<file path="src/rtl/puf_response_engine.sv">
// puf_response_engine: arbiter-PUF style response generator.
// K modelled delay chains each race over an N-bit challenge register C.
// Every SETTLE+1 cycles one response bit is evaluated and then C is LFSR-stepped.
// M bits are assembled MSB-first and held in DONE until the consumer accepts them.
// Optional macro PUF_RESP_PARITY_EN adds a registered resp_parity output.
module puf_response_engine #(
   parameter int            N      = 128,
   parameter int            K      = 4,
   parameter int            M      = 32,
   parameter int            SETTLE = 4,
   parameter logic [N-1:0]  SEED   = {N/8{8'hA5}},
   parameter logic [N-1:0]  TAPS   = {1'b1, {(N-2){1'b0}}, 1'b1}
) (
   input  logic          clk,
   input  logic          reset,
   input  logic          start,
   input  logic [N-1:0]  challenge,
   input  logic          xor_mode,
   output logic          busy,
   output logic          resp_valid,
   input  logic          resp_ready,
   output logic [M-1:0]  response
`ifdef PUF_RESP_PARITY_EN
   ,
   output logic          resp_parity
`endif
);

   localparam int SW = (SETTLE > 1) ? $clog2(SETTLE) : 1;
   localparam int BW = (M > 1) ? $clog2(M) : 1;

   typedef enum logic [2:0] {ST_IDLE, ST_LOAD, ST_SETTLE, ST_SAMPLE, ST_DONE} state_t;

   state_t          r_state, w_state_nxt;
   logic [N-1:0]    r_chal;
   logic            r_xor;
   logic [N-1:0]    r_c;
   logic [SW-1:0]   r_scnt;
   logic [BW-1:0]   r_bcnt;
   logic [M-1:0]    r_resp;
   logic [K-1:0]    w_chain;
   logic            w_bit;
   logic [M-1:0]    w_resp_nxt;
   logic            w_fb;

   // Chain k weights are the seed rotated left by k positions.
   function automatic logic [N-1:0] rotl(input logic [N-1:0] v, input int s);
      logic [N-1:0] r;
      r = '0;
      for (int i = 0; i < N; i++) r[(i + s) % N] = v[i];
      return r;
   endfunction

   genvar k;
   generate
      for (k = 0; k < K; k++) begin : g_chain
         localparam logic [N-1:0] MASK = rotl(SEED, k);
         assign w_chain[k] = ^(r_c & MASK);
      end
      if (M == 1) begin : g_shift1
         assign w_resp_nxt = w_bit;
      end else begin : g_shiftn
         assign w_resp_nxt = {r_resp[M-2:0], w_bit};
      end
   endgenerate

   assign w_bit = r_xor ? (^w_chain) : w_chain[0];
   assign w_fb  = ^(r_c & TAPS);

   // State register.
   always_ff @(posedge clk or negedge reset) begin
      if (!reset) r_state <= ST_IDLE;
      else        r_state <= w_state_nxt;
   end

   // Next-state logic; start only matters in IDLE, so a handshake always lands in IDLE first.
   always_comb begin
      w_state_nxt = r_state;
      case (r_state)
         ST_IDLE:   if (start) w_state_nxt = ST_LOAD;
         ST_LOAD:   w_state_nxt = ST_SETTLE;
         ST_SETTLE: if (r_scnt == SW'(SETTLE - 1)) w_state_nxt = ST_SAMPLE;
         ST_SAMPLE: w_state_nxt = (r_bcnt == BW'(M - 1)) ? ST_DONE : ST_SETTLE;
         ST_DONE:   if (resp_ready) w_state_nxt = ST_IDLE;
         default:   w_state_nxt = ST_IDLE;
      endcase
   end

   // Outputs decoded from the registered state.
   always_comb begin
      busy       = (r_state != ST_IDLE) && (r_state != ST_DONE);
      resp_valid = (r_state == ST_DONE);
   end

   // Datapath: capture, load, settle timing, sample-and-step.
   always_ff @(posedge clk or negedge reset) begin
      if (!reset) begin
         r_chal <= '0;
         r_xor  <= 1'b0;
         r_c    <= '0;
         r_scnt <= '0;
         r_bcnt <= '0;
         r_resp <= '0;
      end else begin
         case (r_state)
            ST_IDLE: begin
               if (start) begin
                  r_chal <= challenge;
                  r_xor  <= xor_mode;
               end
            end
            ST_LOAD: begin
               // An all-zero LFSR state would never advance.
               r_c    <= (r_chal == '0) ? '1 : r_chal;
               r_scnt <= '0;
               r_bcnt <= '0;
            end
            ST_SETTLE: r_scnt <= r_scnt + 1'b1;
            ST_SAMPLE: begin
               r_resp <= w_resp_nxt;
               r_c    <= {r_c[N-2:0], w_fb};
               r_scnt <= '0;
               r_bcnt <= (r_bcnt == BW'(M - 1)) ? '0 : r_bcnt + 1'b1;
            end
            default: ;
         endcase
      end
   end

   assign response = r_resp;

`ifdef PUF_RESP_PARITY_EN
   logic r_parity;

   // Parity tracks the response register update for update.
   always_ff @(posedge clk or negedge reset) begin
      if (!reset)                     r_parity <= 1'b0;
      else if (r_state == ST_SAMPLE)  r_parity <= ^w_resp_nxt;
   end

   assign resp_parity = r_parity;
`endif

endmodule

</file>
<file path="config.mk">
export PLATFORM = sky130hd
export DESIGN_NAME = puf_response_engine
export DESIGN_NICKNAME = d
export VERILOG_FILES = /design/src/rtl/puf_response_engine.sv
export SDC_FILE = /design/constraint.sdc
export NUM_CORES = 1
export LEC_CHECK = 0
export ABC_AREA = 1
export CORE_MARGIN = 3
export CORE_UTILIZATION = 53
export DETAILED_ROUTE_END_ITERATION = 12
export PLACE_DENSITY_LB_ADDON = 0.12
export SLEW_MARGIN = 20
export SYNTH_ARGS = -nofsm -noshare
export SYNTH_HDL_FRONTEND = slang
export SYNTH_SLANG_ARGS = --single-unit
</file>
<file path="constraint.sdc">
create_clock -name clk -period 1.9 [get_ports clk]
set_input_delay 0.19 -clock clk [delete_from_list [all_inputs] [get_ports clk]]
set_output_delay 0.19 -clock clk [all_outputs]
set_load 0.03 [all_outputs]
</file>
# == Yosys cells after proc, flatten, opt, wreduce, memory -nomap -nowiden ==
# Index checks and enable logic that the tools add are counted.
# classes
n_addsub,2
n_eq_ne,10
mux,11
reduce_logical,15
# op_table
op,n
$reduce_xor 128->1,5
$pmux 128 s2,1
$logic_not 128->1,1
$mux 128,1
$pmux 3 s5,1
$mux 3,4
$pmux 5 s2,1
$eq 3x2->1 const B,2
$add 5x1->5 const B,1
$eq 5x5->1 const B,1
$mux 5,1
$ne 2x2->1 const B,2
$pmux 2 s2,1
$reduce_bool 2->1,2
$reduce_xor 4->1,1
$eq 3x1->1 const B,1
$eq 3x3->1 const B,1
$logic_not 3->1,1
$ne 3x3->1 const B,1
$reduce_and 3->1,1
$reduce_bool 3->1,1
$add 2x1->2 const B,1
$eq 2x2->1 const B,1
$ne 2x1->1 const B,1
other kinds (4),4
# word_totals
ff_bits,299
word_cells,45
in_bits,133

# == Longest topological paths before layout ==
# logic_depth
word_depth,3
depth_mapped,25
depth_no_buf,24

# == Least setup slack after synthesis ==
# OpenSTA, ideal clock, no wires.
# synth_path
path_type,register to register
startpoint,reg r_c[122]
endpoint,reg r_resp[0] (netlist: response[0])
required_time_ps,1783
path_slack_ps,51
arrival_ps,1732
path_stages_with_launch,24
cell_sequence,dfrtp_1 buf_4 inv_2 nand2_1 nand2_1 nand3_1 nand2_1 nand2_1 nand2_1 nand2_1 nand2_1 inv_1 nand2_1 nand2_1 nand2_2 nand2_2 nor2_1 nor2_2 nand2_1 nand2_1 nand2_1 nand2_1 nand2_1 nand2_1
# synth_via
elab_chain_len,3
# synth_rtl
item,line_no,source
"start, declared",37,logic [N-1:0] r_c;
"start signal, assigned",114,r_c <= (r_chal == '0) ? '1 : r_chal;
"start signal, assigned",121,"r_c <= {r_c[N-2:0], w_fb};"
$reduce_xor 128->1,58,assign w_chain[k] = ^(r_c & MASK);
$reduce_xor 4->1,67,assign w_bit = r_xor ? (^w_chain) : w_chain[0];
$mux 1 (*),67,
"end signal, assigned",120,r_resp <= w_resp_nxt;
"end, declared",40,logic [M-1:0] r_resp;
# Every way passes the cells marked *; elsewhere a longest branch is shown, timed or not.
# A chain may end at the register's enable or synchronous reset.

# == Worst setup path in the final report ==
# layout_path
startpoint,reg r_chal[18]
endpoint,reg r_c[127]
# layout_via
elab_chain_len,3
# layout_rtl
item,line_no,source
"start, declared",35,logic [N-1:0] r_chal;
"start signal, assigned",108,r_chal <= challenge;
$logic_not 128->1,114,
$mux 128,114,
$pmux 128 s2,105,case (r_state)
# No other way between the ends.

==> flow_metrics.py <==
metrics = {
    "outcome": {
        "status": "finished with violations",
        "violations": "negative setup slack",
    },
    "pwr": {
        "vdd_drop_max_mv": 1.96,
        "power.density_mw_per_mm2": 2050,
        "p_leak_nw": 13.2,
        "p_total_w": 0.0532,
    },
    "timing": {
        "fin_ws_ns": -0.393,
        "finalHoldViolations": 0,
        "fmax_mhz": 436,
        "skew_ns": 0.0173,
        "rsz0062_at_grt": "yes",
        "relSlewSlack": 0.302,
        "final.min_clock_period_ns": 2.29,
        "worstMarginPinSlew_ns": 1.05,
        "maxSlewViolCount": 0,
        "timing.final.setup_violations": 129,
        "period_share": 1.21,
    },
    "cts": {
        "cts_buffers": 35,
        "htreeDepth": 2,
        "clk_pin_slew_ns": 0.05,
        "worstSkewPairLatency_ns": 0.53,
        "cts_sinks": 299,
        "root_buffer": "clkbuf_16",
        "cts_max_path_buffers": 3,
        "cts_tree": "done",
    },
    "route": {
        "num_vias": 19368,
        "viasPerCell": 5.43,
        "postRouteWirelength_um": 57500,
        "first_iter_violations": 1611,
        "highest_layer": "met4",
        "drc": 0,
        "wl_per_cell_um": 16.1,
        "drt_pass1_iterations": 6,
        "route.met2.wl_um": 28500,
        "drt-met1-wl_um": 23100,
        "antenna_left": 0,
        "route.met3.wl_um": 4000,
    },
    "floorplanning": {
        "die_area_mm2": 0.0358,
        "chipWidth_um": 189,
        "fp.dieH_um": 189,
        "io_pins": 167,
        "initial_core_util": 0.542,
        "core_mm2": 0.0329,
        "row_count": 66,
    },
    "synth": {
        "synthTopCellsByArea": "dfrtp_1 (42%), nand2_1 (22%), inv_1 (5.6%)",
        "synth_commonest_cells": "nand2_1 (1045), dfrtp_1 (299), inv_1 (267)",
        "synth_edf_count": 0,
        "synthFlopType": "dfrtp_1",
        "yosysTopAreaCellShare": 0.420,
        "netlist-cell-type-count": 30,
        "ys_ff_latch": 299,
        "syn-num-nets": 2718,
        "async_flop_share": 1.00,
        "synth.largest_area_cell": "dfrtp_1",
        "syn_area_mm2": 0.0178,
        "synth_cells": 2582,
        "ys_seq_area_frac": 0.420,
        "synth_area_per_cell_um2": 6.90,
        "yosysMostFrequentCell": "nand2_1",
        "ys_warn_count": 0,
    },
    "finish": {
        "drive_above_1_share": 0.294,
        "n_antenna_cell": 0,
        "final_cell_count_no_fill": 3565,
        "register_area_mm2": 0.00754,
        "multi_input_area_mm2": 0.0103,
        "fin_nets": 3236,
        "syn_to_final_growth_pct": 45.9,
        "n_fill_cell": 2216,
    },
    "global_route": {
        "track_usage": 0.284,
        "grt_pass1_vias": 18509,
        "antenna_found_initial": 0,
        "grt_max_degree": 83,
        "grt_pass1_wl_um": 85800,
        "grt-ovfl-total": 0,
    },
    "placed_design": {
        "dpl.hpwl_um": 35100,
        "io_buffers": 166,
        "place_congestion": 0.855,
        "dp_cells": 3453,
    },
    "worst_hold_path": {
        "hold_class": "in2async",
    },
    "critical_path": {
        "cp-end-kind": "flip-flop",
        "startpoint_type": "flip-flop",
        "required_ns": 2.32,
        "worst-setup-path-type": "reg2reg",
        "cp_max_fo": 8,
        "arrival_ns": 2.72,
    },
    "run": {
        "maxCapViolations": 0,
    },
}
[cell usage in the layout, fill, tap and decap left out, drive strengths merged, types with 8 or more instances in the layout]
cell type,synthesis,final
xnor2,40,40
o21ai,161,161
nand3,36,36
clkdlybuf4s50,0,163
clkinv,1,8
nand2,1063,1063
a21oi,80,80
nor4,19,19
xor2,32,32
nor3,116,116
inv,287,289
mux2,50,50
dfrtp,299,299
o22ai,104,104
buf,36,418
nand4,20,20
clkbuf,73,57
nor2,154,154
[worst max-delay path: stages (launching register included)]
cell and delay (ns):
dfrtp_1 0.39, inv_2 0.06, nand4_1 0.19, nor4_4 0.51, nand3_2 0.18, nor2_4 0.17, buf_12 0.15, clkbuf_16 0.17
clkbuf_16 0.18, nor3_4 0.04, o22ai_1 0.16
[layout make-up]
cell class / count / share of cell area
multi-input cells: 1886 / 0.396
well taps: 442 / 0.0213
clock inverters: 11 / 0.00419
flip-flops and latches: 299 / 0.290
repair buffers: 590 / 0.208
clock buffers: 49 / 0.0385
inverters: 288 / 0.0418
[metal layers]
| metal | up-vias | GRT usage |
|---|---|---|
| met5 | - | 0 |
| met1 | 9162 | 0.357 |
| li1 | 9251 | - |
| met2 | 783 | 0.509 |
| met3 | 172 | 0.0463 |
| met4 | 0 | 0.0799 |
[cell families after synthesis]
group                    after synthesis  share of synthesized area
AND/OR/NAND/NOR                     1410                      0.316
multiplexers                          50                     0.0316
adder cells (fa/ha/maj)                3                    0.00211
flip-flops                           299                      0.420
XOR/XNOR                              72                     0.0354
AO/OA/AOI/OAI                        351                      0.107
buffers and inverters                397                     0.0875
[registers in the layout (all words and copies together) (netlist names)]
name / flops
response: 32
r_c: 128
r_xor: 1
r_chal: 128
r_state: 3
r_scnt: 2
r_bcnt: 5
[power by group]
part | internal, W | switching (W) | leakage, nW | total [W]
registers | 0.00907 | 0.00293 | 3.66 | 0.0120
logic | 0.0148 | 0.0198 | 8.97 | 0.0346
clock network | 0.00383 | 0.00275 | 0.543 | 0.00658
[path summary, 6_finish.rpt]
| kind | from | slack (ns) | to | cells after the start |
|---|---|---|---|---|
| worst max-delay path | r_chal[18]$_DFFE_PN0P_ | -0.39 | r_c[127]$_DFFE_PN0P_ | 10 |
| worst min-delay path | reset | 0.23 | r_chal[110]$_DFFE_PN0P_ | 2 |
| worst max register to register | r_chal[18]$_DFFE_PN0P_ | -0.39 | r_c[127]$_DFFE_PN0P_ | 10 |
| worst min register to register | response[26]$_DFFE_PN0P_ | 0.50 | response[26]$_DFFE_PN0P_ | 2 |
| max in group asynchronous | reset | 1.02 | r_c[47]$_DFFE_PN0P_ | 3 |
| min in group clk | challenge[17] | 0.24 | r_chal[17]$_DFFE_PN0P_ | 3 |
[through the flow]
step                      setup slack [ns]  setup TNS, ns  hold slack, ns  utilization  cell area, um^2
after floorplan                     0.0515              0          -0.106            -            17800
final                               -0.393         -41.48           0.226        0.791            26000
after global placement              -0.616         -72.40           0.177        0.688            22600
after CTS                           -0.217         -18.03           0.225        0.746            24500
after detailed placement            -0.680         -78.59           0.175        0.688            22600
after global routing                -0.508         -54.15           0.238        0.791            26000
[timing repair]
item / 4_1_cts / 5_1_grt
endpoints found under the setup margin: 130 / 131
gates resized for setup: 166 / 319
gates cloned: 4 / 9
pin swaps: 44 / 99
hold buffers: 1 / 0
buffers inserted: 35 / 11
endpoints found under the hold margin: 48 / 0
(Power assumes the default switching activity.)
